[config.mk]
export PLATFORM = sky130hd
export DESIGN_NAME = min_row_sched
export DESIGN_NICKNAME = d
export VERILOG_FILES = /design/src/rtl/attn_pkg.sv /design/src/rtl/min_sched_watchdog.sv /design/src/rtl/min_row_sched.sv
export SDC_FILE = /design/constraint.sdc
export NUM_CORES = 1
export LEC_CHECK = 0
export CORE_UTILIZATION = 41
export CTS_CLUSTER_SIZE = 16
export DETAILED_ROUTE_END_ITERATION = 16
export PLACE_DENSITY = 0.81
export SYNTH_ARGS = -nofsm -noshare
export SYNTH_HDL_FRONTEND = slang
export SYNTH_SLANG_ARGS = --single-unit
export TNS_END_PERCENT = 1
[constraint.sdc]
create_clock -name clk -period 2.5 [get_ports clk]
set_clock_uncertainty 0.15 [all_clocks]
set_input_delay 0.25 -clock clk [delete_from_list [all_inputs] [get_ports clk]]
set_output_delay 0.25 -clock clk [all_outputs]
set_load 0.01 [all_outputs]
[src/rtl/attn_pkg.sv]
// Shared definitions for the row-minimum scheduler: default lane geometry,
// watchdog limit and the scheduler state encoding.
// The ERR state exists only when MIN_SCHED_TIMEOUT_EN is defined.
package attn_pkg;

    localparam int DW_DEF    = 16;
    localparam int LANES_DEF = 8;
    localparam int WD_LIMIT  = 256;

    typedef enum logic [2:0] {
        IDLE  = 3'd0,
        READ  = 3'd1,
        LOAD  = 3'd2,
        RUN   = 3'd3,
        DRAIN = 3'd4,
        EMIT  = 3'd5
`ifdef MIN_SCHED_TIMEOUT_EN
        ,
        ERR   = 3'd6
`endif
    } sched_state_e;

endpackage

[src/rtl/min_sched_watchdog.sv]
// Watchdog for the RUN state of min_row_sched: counts consecutive RUN cycles
// without fm_done and flags expiry on the LIMIT-th such cycle.
// Built only when MIN_SCHED_TIMEOUT_EN is defined.
`ifdef MIN_SCHED_TIMEOUT_EN
module min_sched_watchdog #(
    parameter int LIMIT = 256
) (
    input  logic clk,
    input  logic rst,
    input  logic run,
    input  logic done,
    output logic expired
);

    localparam int CW = $clog2(LIMIT);
    localparam logic [CW-1:0] CNT_ONE  = {{(CW-1){1'b0}}, 1'b1};
    localparam logic [CW-1:0] CNT_LAST = CW'(LIMIT - 1);

    logic [CW-1:0] cnt_r;

    // Count RUN cycles that end without completion; any other cycle restarts the count.
    always_ff @(posedge clk) begin
        if (rst) begin
            cnt_r <= {CW{1'b0}};
        end else if (run && !done) begin
            cnt_r <= cnt_r + CNT_ONE;
        end else begin
            cnt_r <= {CW{1'b0}};
        end
    end

    // The cycle that would be the LIMIT-th idle RUN cycle is the expiry point.
    assign expired = run && !done && (cnt_r == CNT_LAST);

endmodule
`endif

[src/rtl/min_row_sched.sv]
// Row scheduler feeding an external min-reduction unit: reads one row per
// job step, presents it on fm_numbers, waits for fm_done and emits the row
// minimum with its row address. Optional RUN watchdog with a sticky ERR
// state is enabled by defining MIN_SCHED_TIMEOUT_EN.
module min_row_sched
    import attn_pkg::*;
#(
    parameter int LANES  = LANES_DEF,
    parameter int DW     = DW_DEF,
    parameter int ADDR_W = 8
) (
    input  logic                   clk,
    input  logic                   rst,
    input  logic                   cmd_valid,
    output logic                   cmd_ready,
    input  logic [ADDR_W-1:0]      cmd_base,
    input  logic [ADDR_W:0]        cmd_rows,
    output logic                   mem_rd_en,
    output logic [ADDR_W-1:0]      mem_rd_addr,
    input  logic [LANES*DW-1:0]    mem_rd_data,
    output logic [LANES*DW-1:0]    fm_numbers,
    output logic                   fm_start,
    input  logic                   fm_done,
    input  logic [DW-1:0]          fm_result,
    output logic                   out_valid,
    input  logic                   out_ready,
    output logic [DW-1:0]          out_data,
    output logic [ADDR_W-1:0]      out_row,
    output logic                   out_last,
    output logic                   busy
);

    localparam logic [ADDR_W:0]   CNT_ONE  = {{ADDR_W{1'b0}}, 1'b1};
    localparam logic [ADDR_W-1:0] ADDR_ONE = {{(ADDR_W-1){1'b0}}, 1'b1};

    sched_state_e          state_r;
    sched_state_e          state_s;
    logic [ADDR_W-1:0]     row_addr_r;
    logic [ADDR_W:0]       idx_r;
    logic [ADDR_W:0]       cnt_r;
    logic                  cmd_ready_r;
    logic                  mem_rd_en_r;
    logic                  fm_start_r;
    logic                  out_valid_r;
    logic                  out_last_r;
    logic                  busy_r;
    logic [LANES*DW-1:0]   fm_numbers_r;
    logic [DW-1:0]         out_data_r;
    logic                  rows_nz_s;
    logic                  last_s;

    assign rows_nz_s = (cmd_rows != {(ADDR_W+1){1'b0}});
    assign last_s    = (idx_r == (cnt_r - CNT_ONE));

`ifdef MIN_SCHED_TIMEOUT_EN
    logic wd_expired_s;
    logic wd_run_s;

    assign wd_run_s = (state_r == RUN);

    min_sched_watchdog #(
        .LIMIT (WD_LIMIT)
    ) u_watchdog (
        .clk     (clk),
        .rst     (rst),
        .run     (wd_run_s),
        .done    (fm_done),
        .expired (wd_expired_s)
    );
`endif

    // Next-state logic of the row sequencer.
    always_comb begin
        state_s = state_r;
        case (state_r)
            IDLE: begin
                if (cmd_valid && rows_nz_s) begin
                    state_s = READ;
                end else begin
                    state_s = IDLE;
                end
            end
            READ:  state_s = LOAD;
            LOAD:  state_s = RUN;
            RUN: begin
                if (fm_done) begin
                    state_s = DRAIN;
                end
`ifdef MIN_SCHED_TIMEOUT_EN
                else if (wd_expired_s) begin
                    state_s = ERR;
                end
`endif
                else begin
                    state_s = RUN;
                end
            end
            DRAIN: state_s = EMIT;
            EMIT: begin
                if (out_ready && out_last_r) begin
                    state_s = IDLE;
                end else if (out_ready) begin
                    state_s = READ;
                end else begin
                    state_s = EMIT;
                end
            end
`ifdef MIN_SCHED_TIMEOUT_EN
            ERR:   state_s = ERR;
`endif
            default: state_s = IDLE;
        endcase
    end

    // State register and control outputs, registered from the next state so they align with it.
    always_ff @(posedge clk) begin
        if (rst) begin
            state_r     <= IDLE;
            cmd_ready_r <= 1'b1;
            mem_rd_en_r <= 1'b0;
            fm_start_r  <= 1'b0;
            out_valid_r <= 1'b0;
            out_last_r  <= 1'b0;
            busy_r      <= 1'b0;
        end else begin
            state_r     <= state_s;
            cmd_ready_r <= (state_s == IDLE);
            mem_rd_en_r <= (state_s == READ);
            fm_start_r  <= (state_s == RUN);
            out_valid_r <= (state_s == EMIT);
            out_last_r  <= (state_s == EMIT) && last_s;
            busy_r      <= (state_s != IDLE);
        end
    end

    // Job bookkeeping: capture base/count on accept, advance row on a non-final handshake.
    always_ff @(posedge clk) begin
        if (rst) begin
            row_addr_r <= {ADDR_W{1'b0}};
            idx_r      <= {(ADDR_W+1){1'b0}};
            cnt_r      <= {(ADDR_W+1){1'b0}};
        end else if ((state_r == IDLE) && cmd_valid && rows_nz_s) begin
            row_addr_r <= cmd_base;
            idx_r      <= {(ADDR_W+1){1'b0}};
            cnt_r      <= cmd_rows;
        end else if ((state_r == EMIT) && out_ready && !out_last_r) begin
            row_addr_r <= row_addr_r + ADDR_ONE;
            idx_r      <= idx_r + CNT_ONE;
        end else begin
            row_addr_r <= row_addr_r;
            idx_r      <= idx_r;
            cnt_r      <= cnt_r;
        end
    end

    // Data path: latch the read row in LOAD and the minimum when the unit reports done.
    always_ff @(posedge clk) begin
        if (rst) begin
            fm_numbers_r <= {(LANES*DW){1'b0}};
            out_data_r   <= {DW{1'b0}};
        end else begin
            if (state_r == LOAD) begin
                fm_numbers_r <= mem_rd_data;
            end
            if ((state_r == RUN) && fm_done) begin
                out_data_r <= fm_result;
            end
        end
    end

    assign cmd_ready   = cmd_ready_r;
    assign mem_rd_en   = mem_rd_en_r;
    assign mem_rd_addr = row_addr_r;
    assign fm_numbers  = fm_numbers_r;
    assign fm_start    = fm_start_r;
    assign out_valid   = out_valid_r;
    assign out_data    = out_data_r;
    assign out_row     = row_addr_r;
    assign out_last    = out_last_r;
    assign busy        = busy_r;

endmodule

Word level (Yosys, flattened, before mapping)

Index checks and enable logic that the tools add are counted.

Register bits: 179
Input port bits: 166
Word-level logic and storage cells: 46

$add $sub $neg: 3
Eq/ne operators: 9
Muxes and demuxes: 7
Reductions and logical operators: 15

Operators with widths:

| kind                                                                | number |
|---|---|
| 3-bit one-hot mux with 6 select lines                               | 1 |
| 8-bit two-way mux                                                   | 2 |
| 9-bit by 1-bit adder with 9-bit output (second input constant)      | 1 |
| 3-bit by 2-bit == test with 1-bit output (second input constant)    | 3 |
| 3-bit == test (second input constant)                               | 3 |
| 9-bit == test                                                       | 1 |
| 3-bit two-way mux                                                   | 3 |
| 9-bit nonzero test                                                  | 1 |
| 9-bit by 1-bit subtractor with 9-bit output (second input constant) | 1 |
| 8-bit by 1-bit adder with 8-bit output (second input constant)      | 1 |
| 1-bit logical AND                                                   | 8 |
| 3-bit by 1-bit == test with 1-bit output (second input constant)    | 2 |
| 3-bit zero test                                                     | 2 |
| 3-bit nonzero test                                                  | 1 |
| 2-bit nonzero test                                                  | 1 |
| 2-bit OR reduction                                                  | 1 |
| 1-bit zero test                                                     | 1 |
| 1-bit two-way mux                                                   | 1 |

Logic depth before layout (Yosys ltp)

Gate-level depths: netlist of the first run.

Depth in word-level cells: 6
Mapped depth: 8
Mapped depth without buffers: 7

Worst setup path before layout of the first run

Ideal clock, no wire load.

Kind: register to register
Start: register cnt_r[0]
End: register out_last_r (netlist: out_last)
Arrival: 1.902 ns
Data required time: 2.247 ns
Setup slack: 0.344 ns
Stages on the path, launching flop included: 8
Buffers on the path: 1
Period minus slack after synthesis: 2.156 ns
Cells stage by stage: dfxtp_1 > inv_1 > ha_1 > buf_2 > or4_1 > a211oi_1 > o31ai_1 > a2111oi_2

Cells in the longest elaborated chain, start to end: 3

Ends and longest elaborated chain:

| item                                        | line                 | source |
|---|---|---|
| start, declared                             | min_row_sched.sv:40  | `logic [ADDR_W:0] cnt_r;` |
| start signal, assigned                      | min_row_sched.sv:141 | `cnt_r <= {(ADDR_W+1){1'b0}};` |
| start signal, assigned                      | min_row_sched.sv:145 | `cnt_r <= cmd_rows;` |
| start signal, assigned                      | min_row_sched.sv:152 | `cnt_r <= cnt_r;` |
| 9-bit by 1-bit subtractor with 9-bit output | min_row_sched.sv:53  | `assign last_s = (idx_r == (cnt_r - CNT_ONE));` |
| 9-bit == test                               | min_row_sched.sv:53  |  |
| 1-bit logical AND                           | min_row_sched.sv:131 | `out_last_r <= (state_s == EMIT) && last_s;` |
| end signal, assigned                        | min_row_sched.sv:131 |  |
| end, declared                               | min_row_sched.sv:45  | `logic out_last_r;` |

Every way passes these cells.
A chain may end at the register's enable or synchronous reset.

Final worst setup path of the first run

Ends and elaborated chain as after synthesis.

==> implementation parameters, run 1 <==
Parameter                              Value

Placed design
  Placed Area    10230 µm²
  Number of buffer cells added on primary ports    331
  Post-DP HPWL    15.01 mm
  Global placer's final weighted congestion    0.8476

Floorplanning
  Starting density of the core    42.36%
  Die footprint    17050 µm²
  Number of placed I/O pins    332
  Standard-cell rows    46
  Die width    130.6 µm
  Vertical die dimension    130.6 µm
  Core ar.    16000 µm²

Synth
  Number of enable flip-flop cells after synthesis    0
  Total of warnings raised by yosys    0
  Netlist area before placement    6778 µm²
  Ys flop type    sky130_fd_sc_hd__dfxtp_1
  Synthesized instance count    844
  Fraction of registers with async set/reset    0%
  Number of nets in the synthesized netlist    1013
  Share of synthesized area occupied by flip-flops and latches    52.87%
  Post-synthesis average cell area    8.031 µm²
  Synthesized flop and latch total    179
  Netlist cell types    48

Route
  Drt total wl    20.92 mm
  Number of violations reported at the end of detailed-routing iteration 0    435
  Remaining DRCs    0
  Post-DR vias/cell    4.909
  Count of TritonRoute iterations in the first routing pass    4
  Average wire length per cell after detail routing    15.25 µm
  Number of vias after detailed routing    6735
  Post-route antenna net violation count    0

Worst setup path
  Worst stage delay on the critical path    0.47 ns
  Reg-to-reg startpoint    cnt_r[0]$_SDFFE_PP0P_
  Critical path class    reg2reg
  Kind of end point of the critical path    flop
  Series of cell instances along the critical path    inv_1 > ha_2 > or4_1 > a211oi_1 > o31ai_1 > a2111oi_2
  Critical path peak fanout    9
  Launch point of the critical path    cnt_r[0]$_SDFFE_PP0P_
  Data required time of the worst path    2.67 ns
  Path length in cells of the critical path    6
  Endpoint of the lowest-slack register-to-register path    out_last$_SDFF_PP0_
  Critical Path Slowest Stage Cell    sky130_fd_sc_hd__or4_1
  Crit path launch type    flop
  FF-to-FF setup slack    0.23 ns
  Data arrival, critical path    2.44 ns
  Capture point of the worst path    out_last$_SDFF_PP0_
  Crit path max-delay family    compound AO/OA/AOI/OAI gates
  Count of buffer and inverter cells on the critical path    1
  R2R cell count    6

Run status
  Result of the run    complete, no violations

Clocking
  Clock buffer depth    2
  Clk_lat worst skew    0.42 ns
  Clock sink count    179
  Clock slew at the register clock pins of the worst setup and hold paths    0.07 ns
  TritonCTS clock tree    done
  Post-CTS Hold Fix Bufs    0
  Setup repair bufs after CTS    0
  CTS H-tree lvls    4
  CTS root buf    sky130_fd_sc_hd__clkbuf_16
  Number of buffers added by the clock tree synthesis step    17

Finish
  Number of antenna repair diodes    0
  Area overhead of the layout relative to synthesis    59.37%
  Filler Cells Inserted    1374
  Summed area of non-filler cells in the final layout    10800 µm²
  Final core area utilization    67.51%
  Layout net count    1312
  Fraction of final layout cells sized beyond drive strength 1    5.277%

Power
  Design Power    0.007154 W
  Power per cell area    662.3 nW/µm²
  Worst vdd rail ir drop    0.4165 mV
  Leak pwr    3.817 nW

STA
  Setup TNS    0 ns
  Worst-margin pin slew    0.7300 ns
  # setup viols final    0
  Count of pins over their slew limit    0
  Setup repair after global routing missed its margin    no
  Final period demand of the worst path    2.268 ns
  Achievable frequency    440.9 MHz
  Tcrit/Tclk final    90.71%
  Worst slew margin    51.34%
  Number of endpoints with negative hold slack in the final report    0

Min path
  Worst Hold Class    in2reg

GRT
  Maximum number of pins on one net before global-route repair    70
  Vias in the first global route    6231
  Most used routing layer in global routing    met2
  Global-route met2 utilization    40.18%
  Initial antenna violation count    0
  Wire length of the first global-routing pass    31.17 mm
  Total gr overflow    0
  Total routing resource utilization after global routing    23.59%
  Met1 demand-to-capacity share in global routing    26.41%
  Met3 Usage GRT    8.917%

Run
  Count of max-cap constraint violations    0
==> worst register-to-register path, delay by kind of cell, from the launching register on <==
kind / cells / cell delay (ns)
compound gates: 3 / 0.77
simple gates: 1 / 0.47
flops: 1 / 0.43
fa+ha+maj: 1 / 0.26
buf+inv: 1 / 0.09
==> worst min-delay path by stage <==
| stage | startpoint | slack [ns] | to | cells past startpoint |
|---|---|---|---|---|
| CTS | rst | 0.20 | state_r[0]$_SDFF_PP0_ | 2 |
| floorplan | rst | 0.19 | state_r[2]$_SDFF_PP0_ | 1 |
| finish | rst | 0.21 | cnt_r[1]$_SDFFE_PP0P_ | 2 |
| global placement | fm_numbers[66]$_SDFFE_PP0N_ | 0.29 | fm_numbers[66]$_SDFFE_PP0N_ | 2 |
| global route | mem_rd_data[10] | 0.21 | fm_numbers[10]$_SDFFE_PP0N_ | 3 |
| detailed placement | fm_numbers[45]$_SDFFE_PP0N_ | 0.30 | fm_numbers[45]$_SDFFE_PP0N_ | 2 |
==> cell usage in the layout (no fill, tap or decap), types with 3 or more instances in the layout <==
master / Yosys / final
sky130_fd_sc_hd__a21oi_1: 156 / 156
sky130_fd_sc_hd__a221oi_1: 3 / 3
sky130_fd_sc_hd__and3_1: 6 / 6
sky130_fd_sc_hd__buf_12: 0 / 5
sky130_fd_sc_hd__buf_4: 10 / 12
sky130_fd_sc_hd__clkbuf_1: 48 / 3
sky130_fd_sc_hd__clkbuf_16: 0 / 17
sky130_fd_sc_hd__clkdlybuf4s50_1: 0 / 330
sky130_fd_sc_hd__clkinvlp_4: 0 / 4
sky130_fd_sc_hd__dfxtp_1: 179 / 179
sky130_fd_sc_hd__inv_1: 8 / 8
sky130_fd_sc_hd__inv_6: 0 / 3
sky130_fd_sc_hd__mux2i_1: 7 / 7
sky130_fd_sc_hd__nand2_1: 297 / 296
sky130_fd_sc_hd__nand3_1: 6 / 6
sky130_fd_sc_hd__nand4_1: 4 / 4
sky130_fd_sc_hd__nor2_1: 34 / 34
sky130_fd_sc_hd__nor3_1: 9 / 9
sky130_fd_sc_hd__o21ai_0: 6 / 6
sky130_fd_sc_hd__xnor2_1: 13 / 13
sky130_fd_sc_hd__xor2_1: 8 / 8
==> cells in the mapped netlist, types with 2 or more instances <==
cell type	n	area [µm²]
sky130_fd_sc_hd__a21oi_1	156	780.8
sky130_fd_sc_hd__a221oi_1	3	26.28
sky130_fd_sc_hd__a22oi_1	2	15.01
sky130_fd_sc_hd__a32oi_1	2	17.52
sky130_fd_sc_hd__and2b_2	2	17.52
sky130_fd_sc_hd__and3_1	6	37.54
sky130_fd_sc_hd__and4_1	2	17.52
sky130_fd_sc_hd__buf_1	2	7.510
sky130_fd_sc_hd__buf_2	4	20.02
sky130_fd_sc_hd__buf_4	10	75.07
sky130_fd_sc_hd__buf_6	3	33.78
sky130_fd_sc_hd__clkbuf_1	48	180.2
sky130_fd_sc_hd__dfxtp_1	179	3583
sky130_fd_sc_hd__ha_1	3	37.54
sky130_fd_sc_hd__inv_1	8	30.03
sky130_fd_sc_hd__mux2i_1	7	70.07
sky130_fd_sc_hd__nand2_1	297	1115
sky130_fd_sc_hd__nand3_1	6	30.03
sky130_fd_sc_hd__nand3b_1	2	15.01
sky130_fd_sc_hd__nand4_1	4	25.02
sky130_fd_sc_hd__nand4b_1	2	17.52
sky130_fd_sc_hd__nor2_1	34	127.6
sky130_fd_sc_hd__nor3_1	9	45.04
sky130_fd_sc_hd__nor4_1	2	12.51
sky130_fd_sc_hd__nor4b_1	2	17.52
sky130_fd_sc_hd__o21ai_0	6	30.03
sky130_fd_sc_hd__o31ai_1	2	15.01
sky130_fd_sc_hd__or2_2	2	12.51
sky130_fd_sc_hd__xnor2_1	13	113.9
sky130_fd_sc_hd__xor2_1	8	70.07
==> what timing repair did <==
item	in CTS	in global routing
resized for setup	0	1
hold endpoints to repair	0	0
endpoints found under the setup margin	0	1
==> stage by stage <==
stage	hold slack [ns]	cells	setup WS, ns
3_5_place_dp	0.2954	1340	0.1604
2_1_floorplan	0.1890	844	0.3444
6_report	0.2094	1372	0.2322
5_1_grt	0.2115	1372	0.06956
4_1_cts	0.1951	1372	0.1612
3_3_place_gp	0.2900	1340	0.2077
==> flip-flops by register name (all words and copies together), names as in the netlist, 3 cells and up <==
name and count:
idx_r 9, state_r 3, fm_numbers 128, mem_rd_addr 8, out_data 16, cnt_r 9
==> report_power, final <==
group,switching (W),internal [W]
Combinational,0.000659,0.000767
Sequential,0.000118,0.00304
Clock,0.00113,0.00144
Total,0.00191,0.00524
==> logic make-up (layout without fill, tap and decap cells) <==
family,count (synthesis),count (layout),synth area share [%]
AO/OA/AOI/OAI,182,182,14.90
XOR/XNOR,21,21,2.714
adder cells (fa/ha/maj),3,3,0.5539
buffers and inverters,76,388,5.169
flip-flops,179,179,52.87
multiplexers,7,7,1.034
AND/OR/NAND/NOR,376,376,22.76
==> layout make-up <==
type | instances | area [µm²] | share of cell area [%]
Clock inverter | 10 | 100.1 | 0.9267
Sequential cell | 179 | 3583 | 33.18
Timing Repair Buffer | 347 | 3493 | 32.34
Tap cell | 216 | 270.3 | 2.502
Inverter | 9 | 33.78 | 0.3128
Clock buffer | 22 | 464.2 | 4.297
Multi-Input combinational cell | 589 | 2856 | 26.45
==> metal layers <==
metal	up-vias	part of all wire, %
li1	3353	-
met1	3088	39
met2	256	49
met3	38	10
met4	0	2.5
met5	-	0
Power figures use the tool's default switching activity.
==> inputs of run 2 (changes only) <==
--- a/config.mk
+++ b/config.mk
@@ -9,6 +9,7 @@
 export CTS_CLUSTER_SIZE = 16
 export DETAILED_ROUTE_END_ITERATION = 16
 export PLACE_DENSITY = 0.81
+export RECOVER_POWER = 25
 export SYNTH_ARGS = -nofsm -noshare
 export SYNTH_HDL_FRONTEND = slang
 export SYNTH_SLANG_ARGS = --single-unit
==> run 2 against run 1 <==
  * Clock power about the same
  * Register-to-register slack about the same
  * Via count barely moved
  * Core utilization is essentially flat
  * Global-route usage unchanged
  * Sequential cell count is the same
  * Critical path depth unchanged
  * Die area unchanged
  * Count of clock-buffer cells in the layout unchanged
  * Wire length down 0.30%
  * Combinational power is essentially flat
  * Largest power group unchanged
==> implementation parameters, run 2 (same netlist as run 1, synthesis figures left out) <==
Parameter                              Value

Worst setup path
  Crit path launch type    flop
  Crit path max-delay family    compound AO/OA/AOI/OAI gates
  Count of buffer and inverter cells on the critical path    1 (unchanged)
  Worst stage delay on the critical path    0.47 ns (about the same)
  Kind of end point of the critical path    flop
  Series of cell instances along the critical path    inv_1 > ha_2 > or4_1 > a211oi_1 > o31ai_1 > a2111oi_2
  Critical path class    reg2reg
  Data arrival, critical path    2.45 ns (about the same)
  Critical Path Slowest Stage Cell    sky130_fd_sc_hd__or4_1
  Critical path peak fanout    9 (unchanged)
  Data required time of the worst path    2.67 ns (about the same)

Route
  Remaining DRCs    0 (unchanged)
  Post-route antenna net violation count    0 (unchanged)
  Average wire length per cell after detail routing    15.20 µm (-0.30%)
  Number of vias after detailed routing    6739 (+0.059%)
  Drt total wl    20.85 mm (-0.30%)
  Number of violations reported at the end of detailed-routing iteration 0    371 (-15%)
  Count of TritonRoute iterations in the first routing pass    4 (unchanged)
  Post-DR vias/cell    4.912 (about the same)

Finish
  Number of antenna repair diodes    0 (unchanged)
  Commonest non-fill, non-tap cells in the layout    sky130_fd_sc_hd__nand2_1, sky130_fd_sc_hd__clkdlybuf4s50_1, sky130_fd_sc_hd__dfxtp_1
  Area overhead of the layout relative to synthesis    59.26% (about the same)
  Commonest non-fill, non-tap cell in the layout    sky130_fd_sc_hd__nand2_1
  Layout net count    1312 (unchanged)
  Fraction of final layout cells sized beyond drive strength 1    5.190% (-0.087 points)
  Max reg flops    128 (unchanged)

GRT
  Maximum number of pins on one net before global-route repair    70 (unchanged)
  Total routing resource utilization after global routing    23.59% (unchanged)
  Initial antenna violation count    0 (unchanged)
  Vias in the first global route    6231 (unchanged)
  Total gr overflow    0 (unchanged)
  Wire length of the first global-routing pass    31.17 mm (unchanged)

STA
  Setup TNS    0 ns (unchanged)
  Number of endpoints with negative hold slack in the final report    0 (unchanged)
  Min Hold Slack    0.2084 ns (-0.0009710 ns)
  Worst slew margin    51.98% (+0.65 points)
  Tcrit/Tclk final    91.18% (+0.46 points)
  Count of pins over their slew limit    0 (unchanged)
  Worst-margin pin slew    0.7203 ns (-0.009704 ns)
  # setup viols final    0 (unchanged)
  Setup repair after global routing missed its margin    no
  Achievable frequency    438.7 MHz (-0.51%)
  Final period demand of the worst path    2.279 ns (+0.01162 ns)

Clocking
  Clk_lat worst skew    0.42 ns (about the same)
  TritonCTS clock tree    done
  Clock slew at the register clock pins of the worst setup and hold paths    0.07 ns (about the same)
  Clock sink count    179 (unchanged)
  Post-CTS Hold Fix Bufs    0 (unchanged)
  Setup repair bufs after CTS    0 (unchanged)
  CTS H-tree lvls    4 (unchanged)
  Number of buffers added by the clock tree synthesis step    17 (unchanged)
  Clock buffer depth    2 (unchanged)
  CTS root buf    sky130_fd_sc_hd__clkbuf_16

Floorplanning
  Starting density of the core    42.36% (unchanged)
  Standard-cell rows    46 (unchanged)
  Die footprint    17050 µm² (unchanged)
  Die width    130.6 µm (unchanged)
  Number of placed I/O pins    332 (unchanged)
  Core ar.    16000 µm² (unchanged)
  Vertical die dimension    130.6 µm (unchanged)

Placed design
  Number of buffer cells added on primary ports    331 (unchanged)
  Post-DP HPWL    15.01 mm (unchanged)
  Global placer's final weighted congestion    0.8476 (unchanged)

Power
  Leak pwr    3.935 nW (+3.1%)
  Design Power    0.007130 W (-0.33%)
  Power per cell area    660.6 nW/µm² (-0.26%)
  Worst vdd rail ir drop    0.4172 mV (+0.19%)

Run status
  Result of the run    complete, no violations

Run
  Count of max-cap constraint violations    0 (unchanged)

Min path
  Worst Hold Class    in2reg
[run 2: worst register-to-register path, stage by stage, from the launching register on]
cell	delay, ns
sky130_fd_sc_hd__dfxtp_1	0.44
sky130_fd_sc_hd__inv_1	0.10
sky130_fd_sc_hd__ha_2	0.26
sky130_fd_sc_hd__or4_1	0.48
sky130_fd_sc_hd__a211oi_1	0.29
sky130_fd_sc_hd__o31ai_1	0.13
sky130_fd_sc_hd__a2111oi_2	0.35
[run 2: per-stage QoR]
stage                     util [%]  cell area (µm²)  cells  worst slack (ns)
after floorplan                  -             6778    844            0.3444
after global placement       63.97            10230   1340            0.2077
after detailed placement     63.97            10230   1340            0.1604
after CTS                    67.49            10800   1372            0.1612
after global routing         67.46            10790   1372           0.04568
final                        67.46            10790   1372            0.2205
[run 2: worst paths after layout]
| path | start | end | slack [ns] | depth (start not counted) |
|---|---|---|---|---|
| setup / recovery | cnt_r[0]$_SDFFE_PP0P_ | out_last$_SDFF_PP0_ | 0.22 | 6 |
| hold / removal | rst | state_r[0]$_SDFF_PP0_ | 0.21 | 2 |
| setup reg to reg | cnt_r[0]$_SDFFE_PP0P_ | out_last$_SDFF_PP0_ | 0.22 | 6 |
| hold reg to reg | fm_numbers[43]$_SDFFE_PP0N_ | fm_numbers[43]$_SDFFE_PP0N_ | 0.30 | 2 |
[run 2: area by class of cell]
type,instances,area [µm²]
sequential,179,3583
multi-input combinational,589,2855
tap,216,270.3
inverter,9,33.78
timing repair buffer,347,3487
fill,1376,5206
clock inverter,10,100.1
clock buffer,22,464.2
[run 2: power by group]
group,total (W),switching [W],leakage [nW],internal (W)
Combinational,0.00140,0.000657,2.22,0.000747
Clock,0.00257,0.00113,0.264,0.00144
Sequential,0.00316,0.000116,1.46,0.00304
Total,0.00713,0.00191,3.94,0.00522
[run 2: timing repair]
| action | in CTS | in global routing |
|---|---|---|
| gates resized for setup | 0 | 1 |
| endpoints found under the setup margin | 0 | 1 |
| endpoints found under the hold margin | 0 | 0 |
[run 2: per-layer routing]
layer	vias up	wire [µm]	share of wire [%]	track usage, %
li1	3358	-	-	-
met1	3089	7988	38	26.41
met2	253	10180	49	40.18
met3	39	2120	10	8.917
met4	0	567	2.7	9.872
met5	-	0	0	0
==> inputs of run 3 (changes only) <==
--- a/config.mk
+++ b/config.mk
@@ -8,6 +8,7 @@
 export CORE_UTILIZATION = 41
 export CTS_CLUSTER_SIZE = 16
 export DETAILED_ROUTE_END_ITERATION = 16
+export HOLD_SLACK_MARGIN = 0.06
 export PLACE_DENSITY = 0.81
 export RECOVER_POWER = 25
 export SYNTH_ARGS = -nofsm -noshare
==> constraint.sdc (replaced) <==
create_clock -name clk -period 2.3 [get_ports clk]
set_clock_uncertainty 0.15 [all_clocks]
set_input_delay 0.23 -clock clk [delete_from_list [all_inputs] [get_ports clk]]
set_output_delay 0.23 -clock clk [all_outputs]
set_load 0.01 [all_outputs]
==> run 3 against run 2 <==
  * Via count up 0.15%
  * Sequential share of layout area about the same
  * Non-clock buffer count up 5
  * Clock power up 4%
  * Critical path depth unchanged
  * Core utilization about the same
  * Sequential cell count unchanged
  * Global-route usage about the same
  * Total power up 7.0%
  * First-iteration DRC count up 13%
  * Hold slack worse by 0.011 ns
  * Critical endpoint unchanged
  * Largest power group unchanged
==> implementation parameters, run 3 (same netlist as run 1, synthesis figures left out) <==
Parameter                              Value

Finish
  Commonest non-fill, non-tap cell in the layout    sky130_fd_sc_hd__nand2_1
  Area overhead of the layout relative to synthesis    59.35% (about the same)
  Commonest non-fill, non-tap cells in the layout    sky130_fd_sc_hd__nand2_1, sky130_fd_sc_hd__clkdlybuf4s50_1, sky130_fd_sc_hd__dfxtp_1
  Max reg flops    128 (unchanged)
  Number of antenna repair diodes    0 (unchanged)
  Fraction of final layout cells sized beyond drive strength 1    5.512% (+0.32 points)
  Layout net count    1317 (+0.38%)

Worst setup path
  Critical Path Slowest Stage Cell    sky130_fd_sc_hd__or4_1
  Reg-to-reg startpoint    cnt_r[1]$_SDFFE_PP0P_
  Worst stage delay on the critical path    0.46 ns (about the same)
  Data required time of the worst path    2.47 ns (-0.20 ns)
  Kind of end point of the critical path    flop
  Path length in cells of the critical path    6 (unchanged)
  Crit path launch type    flop
  Critical path peak fanout    5 (-4)
  Data arrival, critical path    2.27 ns (-0.18 ns)
  Series of cell instances along the critical path    inv_1 > ha_1 > or4_1 > a211oi_1 > o31ai_1 > a2111oi_2
  Crit path max-delay family    compound AO/OA/AOI/OAI gates
  Count of buffer and inverter cells on the critical path    1 (unchanged)
  Critical path class    reg2reg
  Launch point of the critical path    cnt_r[1]$_SDFFE_PP0P_
  FF-to-FF setup slack    0.19 ns (-0.03 ns)
  R2R cell count    6 (unchanged)
  Endpoint of the lowest-slack register-to-register path    out_last$_SDFF_PP0_
  Capture point of the worst path    out_last$_SDFF_PP0_

Placed design
  Post-DP HPWL    14.83 mm (-1.2%)
  Global placer's final weighted congestion    0.8316 (-1.9%)
  Number of buffer cells added on primary ports    331 (unchanged)
  Worst slack after detailed placement    0.09485 ns (-0.06553 ns)

Floorplanning
  Core ar.    16000 µm² (unchanged)
  Die footprint    17050 µm² (unchanged)
  Die width    130.6 µm (unchanged)
  Vertical die dimension    130.6 µm (unchanged)
  Standard-cell rows    46 (unchanged)
  Starting density of the core    42.36% (unchanged)
  Number of placed I/O pins    332 (unchanged)

Route
  Post-DR vias/cell    4.901 (-0.22%)
  Number of violations reported at the end of detailed-routing iteration 0    419 (+13%)
  Average wire length per cell after detail routing    15.03 µm (-1.1%)
  Count of TritonRoute iterations in the first routing pass    5 (+1)
  Drt total wl    20.69 mm (-0.79%)
  Post-route antenna net violation count    0 (unchanged)
  Remaining DRCs    0 (unchanged)
  Number of vias after detailed routing    6749 (+0.15%)

Min path
  Worst Hold Class    in2reg
  Worst hold path stage count    3 (+1)

GRT
  Initial antenna violation count    0 (unchanged)
  Total gr overflow    0 (unchanged)
  Wire length of the first global-routing pass    31.43 mm (+0.82%)
  Maximum number of pins on one net before global-route repair    97 (+39%)
  Vias in the first global route    6422 (+3.1%)
  Total routing resource utilization after global routing    23.60% (about the same)

Power
  Worst vdd rail ir drop    0.4593 mV (+10%)
  Logic gate share of total power    19.9% (+0.2 points)
  Sw Pwr    0.002068 W (+8.5%)
  Leak pwr    4.027 nW (+2.3%)
  Internal Dissipation    0.005563 W (+6.5%)
  Power per cell area    706.5 nW/µm² (+7.0%)
  Switching power as a share of total power    27.10% (+0.38 points)
  Portion of total power attributed to the clock network    35.2% (-0.8 points)
  Design Power    0.007631 W (+7.0%)
  Sequential group share of total power    45.0% (+0.7 points)

Run
  Count of max-cap constraint violations    0 (unchanged)

STA
  Setup TNS    0 ns (unchanged)
  Achievable frequency    474.7 MHz (+8.2%)
  # setup viols final    0 (unchanged)
  Worst slew margin    48.95% (-3.0 points)
  Worst-margin pin slew    0.7657 ns (+0.04549 ns)
  Worst-case setup margin in the final layout    0.1935 ns (-0.02704 ns)
  Final period demand of the worst path    2.106 ns (-0.1730 ns)
  Number of endpoints with negative hold slack in the final report    0 (unchanged)
  Setup repair after global routing missed its margin    no
  Count of pins over their slew limit    0 (unchanged)
  Tcrit/Tclk final    91.59% (+0.41 points)

Clocking
  Number of buffers added by the clock tree synthesis step    17 (unchanged)
  CTS H-tree lvls    4 (unchanged)
  Clock sink count    179 (unchanged)
  Clock slew at the register clock pins of the worst setup and hold paths    0.07 ns (about the same)
  Clock buffer depth    2 (unchanged)
  TritonCTS clock tree    done
  Clk_lat worst skew    0.42 ns (about the same)
  Setup repair bufs after CTS    0 (unchanged)
  CTS root buf    sky130_fd_sc_hd__clkbuf_16

Run status
  Result of the run    complete, no violations
## run 3: cell count changes in the layout (fill, tap and decap cells not counted), sizes merged
cell	change
buf	+4
bufinv	-1
clkdlybuf4s50	-24
clkinv	+1
dlygate4sd3	+25
## run 3: tightest hold or removal path, cell delays in order
cell and delay (ns):
sky130_fd_sc_hd__clkdlybuf4s50_1 0.39, sky130_fd_sc_hd__nand2_1 0.05, sky130_fd_sc_hd__a21oi_1 0.05
## run 3: layer usage
metal	GRT usage (%)	vias up	wire length [µm]
met5	0	-	0
met4	9.736	0	539
met3	8.184	41	1869
met2	40.52	267	10300
met1	26.66	3069	7979
li1	-	3372	-
## run 3: area by class of cell
class | instances | area, µm²
multi-input cells | 589 | 2854
flip-flops and latches | 179 | 3585
repair buffers | 352 | 3518
well taps | 216 | 270.3
clock buffers | 22 | 464.2
clock inverters | 10 | 75.07
fillers | 1359 | 5200
inverters | 9 | 33.78
## run 3: power groups by stage
stage	combinational [W]	sequential (W)	clock, W
floorplan	0.000620	0.00357	0
global placement	0.00153	0.00349	0
detailed placement	0.00155	0.00350	0
CTS	0.00156	0.00343	0.00274
global route	0.00165	0.00346	0.00286
finish	0.00152	0.00343	0.00268
## run 3: worst min path at each step
stage / startpoint / to / slack [ns]
finish: mem_rd_data[35] / fm_numbers[35]$_SDFFE_PP0N_ / 0.20
global placement: fm_numbers[46]$_SDFFE_PP0N_ / fm_numbers[46]$_SDFFE_PP0N_ / 0.29
floorplan: rst / state_r[2]$_SDFF_PP0_ / 0.17
global route: mem_rd_data[107] / fm_numbers[107]$_SDFFE_PP0N_ / 0.19
detailed placement: fm_numbers[18]$_SDFFE_PP0N_ / fm_numbers[18]$_SDFFE_PP0N_ / 0.30
CTS: mem_rd_data[61] / fm_numbers[61]$_SDFFE_PP0N_ / 0.18
## run 3: through the flow
stage	hold slack (ns)	instances	instance area [µm²]	util, %
after floorplan	0.1690	844	6778	-
after global placement	0.2905	1344	10260	64.15
after detailed placement	0.2956	1344	10260	64.15
after CTS	0.1783	1377	10810	67.59
after global routing	0.1867	1377	10800	67.50
final	0.1978	1377	10800	67.50
## run 3: repair_timing
item                                    4_1_cts  5_1_grt
hold endpoints to repair                     15        0
endpoints found under the setup margin        0        1
hold buffers                                  1        0
gates resized for setup                       0        1
